[src/rtl/led_pwm.sv]
// led_pwm: PWM brightness/pattern generator for an active-low LED pin.
// Four modes: off, static dimming, blink and breathe. The mode and duty
// inputs are only looked at on a PWM period boundary, so the brightness seen
// by the comparator changes only between periods and the pin never glitches.
//
// Handshake-free block: there is no valid/ready pair. The only "event" the
// outside world sees is period_end, a one-clock pulse in the last clock of
// every PWM period; the level it presents alongside is the brightness used
// for that whole period.
module led_pwm #(
  parameter int PWM_BITS      = 8,
  parameter int PRESCALE      = 390,
  parameter int STEP_PERIODS  = 4,
  parameter int BLINK_PERIODS = 64
) (
  input  logic                clk,
  input  logic                rst_n,
  input  logic [1:0]          mode,
  input  logic [PWM_BITS-1:0] duty,
  output logic                led_r,
  output logic [PWM_BITS-1:0] level,
  output logic                period_end,
  output logic [1:0]          act_mode
);

  // Counter widths; a count range of one still needs a one-bit register.
  localparam int PRE_W = (PRESCALE > 1) ? $clog2(PRESCALE) : 1;
  localparam int BLK_W = (BLINK_PERIODS > 1) ? $clog2(BLINK_PERIODS) : 1;
  localparam int STP_W = (STEP_PERIODS > 1) ? $clog2(STEP_PERIODS) : 1;

  localparam logic [PRE_W-1:0]    PRE_LAST = PRE_W'(PRESCALE - 1);
  localparam logic [BLK_W-1:0]    BLK_LAST = BLK_W'(BLINK_PERIODS - 1);
  localparam logic [STP_W-1:0]    STP_LAST = STP_W'(STEP_PERIODS - 1);
  localparam logic [PWM_BITS-1:0] LVL_MAX  = {PWM_BITS{1'b1}};

  typedef enum logic [1:0] {
    MODE_OFF     = 2'b00,
    MODE_STATIC  = 2'b01,
    MODE_BLINK   = 2'b10,
    MODE_BREATHE = 2'b11
  } mode_e;

  typedef enum logic {
    PH_ON  = 1'b0,
    PH_OFF = 1'b1
  } phase_e;

  typedef enum logic {
    DIR_UP   = 1'b0,
    DIR_DOWN = 1'b1
  } dir_e;

  // Timebase state
  logic [PRE_W-1:0]    pre_cnt_q, pre_cnt_d;
  logic [PWM_BITS-1:0] pwm_cnt_q, pwm_cnt_d;
  logic                tick;
  logic                boundary;

  // Pattern engine state
  mode_e               act_mode_q;
  mode_e               mode_in;
  logic [PWM_BITS-1:0] level_q;
  logic [BLK_W-1:0]    blink_cnt_q;
  phase_e              phase_q;
  logic [STP_W-1:0]    step_cnt_q;
  dir_e                dir_q;

  // Breathe next-step values
  logic [PWM_BITS-1:0] br_level_d;
  dir_e                br_dir_d;
  logic                blink_wrap;
  logic                step_wrap;

  // Output register
  logic                led_r_q;

  assign mode_in = mode_e'(mode);

  // Prescaler tick, PWM counter advance and the period boundary.
  always_comb begin
    tick      = (pre_cnt_q == PRE_LAST);
    boundary  = tick && (pwm_cnt_q == LVL_MAX);
    pre_cnt_d = tick ? '0 : pre_cnt_q + PRE_W'(1);
    // The PWM counter wraps from max to 0 by natural overflow.
    pwm_cnt_d = tick ? pwm_cnt_q + PWM_BITS'(1) : pwm_cnt_q;
  end

  // Timebase registers; reset restarts the period from zero.
  always_ff @(posedge clk or negedge rst_n) begin
    if (!rst_n) begin
      pre_cnt_q <= '0;
      pwm_cnt_q <= '0;
    end else begin
      pre_cnt_q <= pre_cnt_d;
      pwm_cnt_q <= pwm_cnt_d;
    end
  end

  // Next breathe level: reversal and the step are resolved together, so a
  // level sitting at an end moves one step back inward instead of overshooting.
  always_comb begin
    br_level_d = level_q;
    br_dir_d   = dir_q;
    if (dir_q == DIR_UP) begin
      if (level_q == LVL_MAX) begin
        br_dir_d   = DIR_DOWN;
        br_level_d = level_q - PWM_BITS'(1);
      end else begin
        br_level_d = level_q + PWM_BITS'(1);
      end
    end else begin
      if (level_q == '0) begin
        br_dir_d   = DIR_UP;
        br_level_d = level_q + PWM_BITS'(1);
      end else begin
        br_level_d = level_q - PWM_BITS'(1);
      end
    end
  end

  // Period-count wrap flags for blink and breathe pacing.
  always_comb begin
    blink_wrap = (blink_cnt_q == BLK_LAST);
    step_wrap  = (step_cnt_q == STP_LAST);
  end

  // Pattern FSM: at each boundary sample mode/duty and pick the next level.
  // level itself is the applied duty, so no separate duty shadow is kept.
  // Entering blink or breathe from another mode restarts that pattern;
  // re-sampling the same mode lets it continue.
  always_ff @(posedge clk or negedge rst_n) begin
    if (!rst_n) begin
      act_mode_q  <= MODE_OFF;
      level_q     <= '0;
      blink_cnt_q <= '0;
      phase_q     <= PH_ON;
      step_cnt_q  <= '0;
      dir_q       <= DIR_UP;
    end else if (boundary) begin
      act_mode_q <= mode_in;
      case (mode_in)
        MODE_OFF: begin
          level_q <= '0;
        end
        MODE_STATIC: begin
          level_q <= duty;
        end
        MODE_BLINK: begin
          if (act_mode_q != MODE_BLINK) begin
            blink_cnt_q <= '0;
            phase_q     <= PH_ON;
            level_q     <= duty;
          end else if (blink_wrap) begin
            blink_cnt_q <= '0;
            phase_q     <= (phase_q == PH_ON) ? PH_OFF : PH_ON;
            level_q     <= (phase_q == PH_ON) ? '0 : duty;
          end else begin
            blink_cnt_q <= blink_cnt_q + BLK_W'(1);
            level_q     <= (phase_q == PH_ON) ? duty : '0;
          end
        end
        MODE_BREATHE: begin
          if (act_mode_q != MODE_BREATHE) begin
            step_cnt_q <= '0;
            dir_q      <= DIR_UP;
            level_q    <= '0;
          end else if (step_wrap) begin
            step_cnt_q <= '0;
            dir_q      <= br_dir_d;
            level_q    <= br_level_d;
          end else begin
            step_cnt_q <= step_cnt_q + STP_W'(1);
          end
        end
        default: begin
          level_q <= '0;
        end
      endcase
    end
  end

  // Registered comparator: lit (low) while the PWM count is below level.
  always_ff @(posedge clk or negedge rst_n) begin
    if (!rst_n) begin
      led_r_q <= 1'b1;
    end else begin
      led_r_q <= ~(pwm_cnt_q < level_q);
    end
  end

  assign led_r      = led_r_q;
  assign level      = level_q;
  assign period_end = boundary;
  assign act_mode   = act_mode_q;

  // A period is at least two clocks long, so the pulse never repeats back to back.
  a_period_end_single : assert property (
    @(posedge clk) disable iff (!rst_n) period_end |=> !period_end);

  // level only moves on the edge that closes a period.
  a_level_stable : assert property (
    @(posedge clk) disable iff (!rst_n) !period_end |=> $stable(level));

endmodule

[config.mk]
export PLATFORM = sky130hd
export DESIGN_NAME = led_pwm
export DESIGN_NICKNAME = d
export VERILOG_FILES = /design/src/rtl/led_pwm.sv
export SDC_FILE = /design/constraint.sdc
export NUM_CORES = 1
export LEC_CHECK = 0
export CAP_MARGIN = 10
export CORE_MARGIN = 5
export CORE_UTILIZATION = 55
export DETAILED_ROUTE_END_ITERATION = 8
export PLACE_DENSITY = 0.84
export REMOVE_ABC_BUFFERS = 1
export SYNTH_ARGS = -nofsm -noshare
export SYNTH_HDL_FRONTEND = slang
export SYNTH_SLANG_ARGS = --single-unit
[constraint.sdc]
create_clock -name clk -period 4.4 [get_ports clk]
set_input_delay 1.1 -clock clk [delete_from_list [all_inputs] [get_ports clk]]
set_output_delay 1.1 -clock clk [all_outputs]
set_load 0.03 [all_outputs]
Word level (Yosys, flattened, before mapping)
Index checks and enable logic that the tools add are counted.

operators by class
  multiplexer cells = 23
  reductions and logical operators = 10
  magnitude comparators = 1
  $add $sub $neg = 6
  equal/unequal tests = 11
  bitwise operators = 1

operators by type and width
  kind                                                                    count
  8-bit 2-to-1 mux                                                        9
  8-bit case mux with 4 select lines                                      1
  8-bit by 1-bit adder with 8-bit output (second input constant)          2
  8-bit equality test (second input constant)                             2
  6-bit 2-to-1 mux                                                        2
  9-bit by 1-bit adder with 9-bit output (second input constant)          1
  9-bit equality test (second input constant)                             1
  9-bit 2-to-1 mux                                                        1
  8-bit logical NOT                                                       1
  8-bit less-than comparator                                              1
  1-bit 2-to-1 mux                                                        8
  8-bit by 1-bit subtractor with 8-bit output (second input constant)     1
  6-bit by 1-bit adder with 6-bit output (second input constant)          1
  2-bit equality test (second input constant)                             3
  6-bit equality test (second input constant)                             1
  2-bit AND reduction                                                     3
  3-bit AND reduction                                                     2
  2-bit 2-to-1 mux                                                        2
  2-bit != test (second input constant)                                   2
  2-bit nonzero test                                                      2
  3-bit != test (second input constant)                                   1
  2-bit by 1-bit adder with 2-bit output (second input constant)          1
  2-bit by 1-bit equality test with 1-bit output (second input constant)  1
  2-bit logical NOT                                                       1
  other kinds (2)                                                         2

word-level totals
  bits of input ports = 12
  output and inout bits = 12
  flip-flop bits (word level) = 38
  word-level logic and storage cells = 61

Longest topological paths before layout
  depth after elaboration = 6
  mapped depth = 8
  depth with buffers taken out = 8

Least setup slack after synthesis
No wires, ideal clock.

  path kind = reg-to-output
  start = register pre_cnt_q[1]
  end = output port period_end
  data required time = 3.300 ns
  setup slack = 1.889 ns
  cell stages (with the launch flop) = 7
  buffers on the path = 0
  arrival time = 1.411 ns
  cell sequence = dfrtp_1 > inv_1 > ha_1 > nand2_1 > nor4_4 > nand3_2 > inv_1

on the way
  cells in the longest elaborated chain, start to end = 2

ends and longest elaborated chain
  item                      RTL line  source
  start: declaration        54        logic [PRE_W-1:0] pre_cnt_q, pre_cnt_d;
  start signal: assignment  94        pre_cnt_q <= pre_cnt_d;
  9-bit equality test       81        tick = (pre_cnt_q == PRE_LAST);
  1-bit logical AND         82        boundary = tick && (pwm_cnt_q == LVL_MAX);
  end: declaration          22        output logic period_end,

Every way passes these cells.

Worst setup path in the final report
Ends and elaborated chain as after synthesis.

==> reports/summary.txt <==
Number of synthesized flops with an enable pin - 0
Yosys top cell by area - dfrtp_1
RR Endpoint - level[7]
Worst-skew pair later-pin latency - 0.29 ns
Cell mode on critical path - inv_1
Clock root cell - clkbuf_8
Share of cells above drive strength 1 - 8.24%
Gr usage total - 19.7%
Slowest CP cell - clkdlybuf4s50_1
Register area share after synthesis - 43.4%
Synthesized area per cell - 9.76 um^2
Vias in the first global route - 1786
CP cell instances - inv_1 -> ha_1 -> nand2_1 -> nor4_4 -> buf_4 -> nand3_2 -> inv_1 -> clkdlybuf4s50_1
CP bufs+invs - 4
Max-cap violations - 0
Dpl hpwl - 3410 um
Gr ovfl total - 0
Port Buf Inserts - 23
Via count - 1817
Fin Setup TNS - 0 ns
Area Growth Syn to Fin - 19.5%
CTS tree - yes
Hold buffers post-CTS - 0
Post-synth top cells - 37 x dfrtp_1, 19 x nand2_1, 19 x nor2_1
Chip width - 73.2 um
H-tree depth - 2
Crit start category - flip-flop
Ys flop type - dfrtp_1
Resized cells post-CTS - 0
Die area - 0.00536 mm^2
Hold Fails Final Rpt - 0
PwrDens - 301 mW/mm^2
Worst Path Arrival - 2.39 ns
Average wire per standard cell - 15.6 um
Num rows - 23
Measured slew at the worst slew-check pin - 0.840 ns
Initial antenna violation count - 0
Clock-pin slew on the worst setup and hold paths - 0.07 ns
Max stage delay on crit path - 0.68 ns
Vias/cell - 5.96
Critical Path RT - 3.30 ns
Initial Utilization - 55.7%
Post-Route Skew - 0.00547 ns
Pin count of the biggest net entering global routing - 39
Clock Tree Buf Depth - 2
First-pass GRT wire length - 8150 um
Slew Limit Headroom - 44.0%
Synthesized cell area - 0.00220 mm^2
Crit Path Class - flip-flop to output pin
CTS buffer count - 5
Drt total wl - 4740 um
Setup bufs post-CTS - 0
Library cells used by synthesis - 42
Core area - 0.00394 mm^2
Finished Layout Cells - 305
RSZ-0062 raised after global routing - false
Fin area - 0.00263 mm^2
Number of diodes - 0
Critical R2R Launch - pre_cnt_q[1]
Flop2flop setup slack - 2.19 ns
# fillers - 329
Worst setup endpoint - period_end
Critical Path Sink Type - output pin
Drt initial violations - 108
Cells after Synth - 225
Final period util - 79.3%
Largest cells by area after synthesis - dfrtp_1 42%, ha_1 8.0%, xnor2_1 4.4%
Placed cell area - 0.00248 mm^2
# placed instances - 297
Num Clock Sinks - 38
First-pass DRT Iterations - 4
Final RePlAce weighted congestion - 0.843
Setup Viol. Count Final - 0
Minimum clock period - 3.49 ns
Most common cell in the netlist - dfrtp_1
Leak Pwr - 1.16 nW
Crit path max fanout - 15
Num ports - 24
Post-DRT Antenna Nets - 0
Max Freq - 287 MHz
Residual DRC - 0
Slew Limit Fails - 0
Hold Crit Class - flip-flop to flip-flop
Final #Nets - 280
Die Span Y - 73.2 um
Crit path max-delay family - buffers and inverters
Finished Core Util - 66.6%
Max rail drop VDD - 200 uV
Syn. warnings - 0
Worst Hold Slack - 0.491 ns
Setup crit start - pre_cnt_q[1]
FF+latch count, synth - 38
Synth top area share - 42.2%
FF-to-FF path depth - 9
Result of the run - finished, final reports clean
Stages on the worst setup path - 8
Share of flip-flops with an asynchronous set or reset - 100%
-- flip-flops by register name, indices dropped and copies added, names as in the netlist --
register	flops
dir_q	1
blink_cnt_q	6
led_r	1
level	8
phase_q	1
step_cnt_q	2
pwm_cnt_q	8
act_mode	2
pre_cnt_q	9
-- how the worst min path moves through the flow --
stage / startpoint / to / cells past startpoint
global route: blink_cnt_q[5] / blink_cnt_q[5] / 1
finish: blink_cnt_q[5] / blink_cnt_q[5] / 1
floorplan: blink_cnt_q[5] / blink_cnt_q[5] / 1
global placement: step_cnt_q[1] / step_cnt_q[1] / 2
CTS: blink_cnt_q[5] / blink_cnt_q[5] / 1
detailed placement: blink_cnt_q[5] / blink_cnt_q[5] / 1
-- cells by family after synthesis --
family / synth area share, %
AO/OA/AOI/OAI: 14.2
XOR/XNOR: 6.38
adder cells (fa/ha/maj): 7.98
buffers and inverters: 2.79
flip-flops: 43.4
multiplexers: 2.91
AND/OR/NAND/NOR: 22.3
-- per-stage QoR --
step / total power [W] / setup WS [ns]
after CTS: 0.000797 / 0.905
after global routing: 0.000820 / 0.742
final: 0.000791 / 0.913
after global placement: 0.000431 / 1.27
after detailed placement: 0.000433 / 1.24
after floorplan: 0.000399 / 1.61
-- routing by layer --
| metal | routed length (um) | share of wire, % | global-route usage, % |
|---|---|---|---|
| met3 | 206 | 4.3 | 3.72 |
| met4 | 102 | 2.2 | 10.5 |
| met5 | 0 | 0 | 0 |
| met1 | 2090 | 44 | 23.9 |
| met2 | 2340 | 49 | 33.1 |
-- area by class of cell --
type	count	area, um^2	share of cell area, %
Tap cell	50	62.6	2.38
Clock buffer	6	82.6	3.15
Multi-Input combinational cell	171	1180	45.0
Timing Repair Buffer	24	233	8.87
Clock inverter	2	60.1	2.29
Sequential cell	38	952	36.3
Inverter	14	52.6	2.00
-- layout by cell type, fill, tap and decap left out, drive strengths merged, types with 8 or more instances in the layout --
cell type,n
and3,10
clkdlybuf4s50,22
dfrtp,37
ha,14
inv,14
nand2,20
nand3,14
nand4,8
nor2,19
o21ai,18
xnor2,11
-- power by group --
| part | switching, W | internal (W) |
|---|---|---|
| clock network | 0.000124 | 0.000242 |
| registers | 0.00000707 | 0.000355 |
| logic | 0.0000363 | 0.0000279 |
| total | 0.000167 | 0.000624 |
Note: power is estimated with default switching activity, not from simulation.
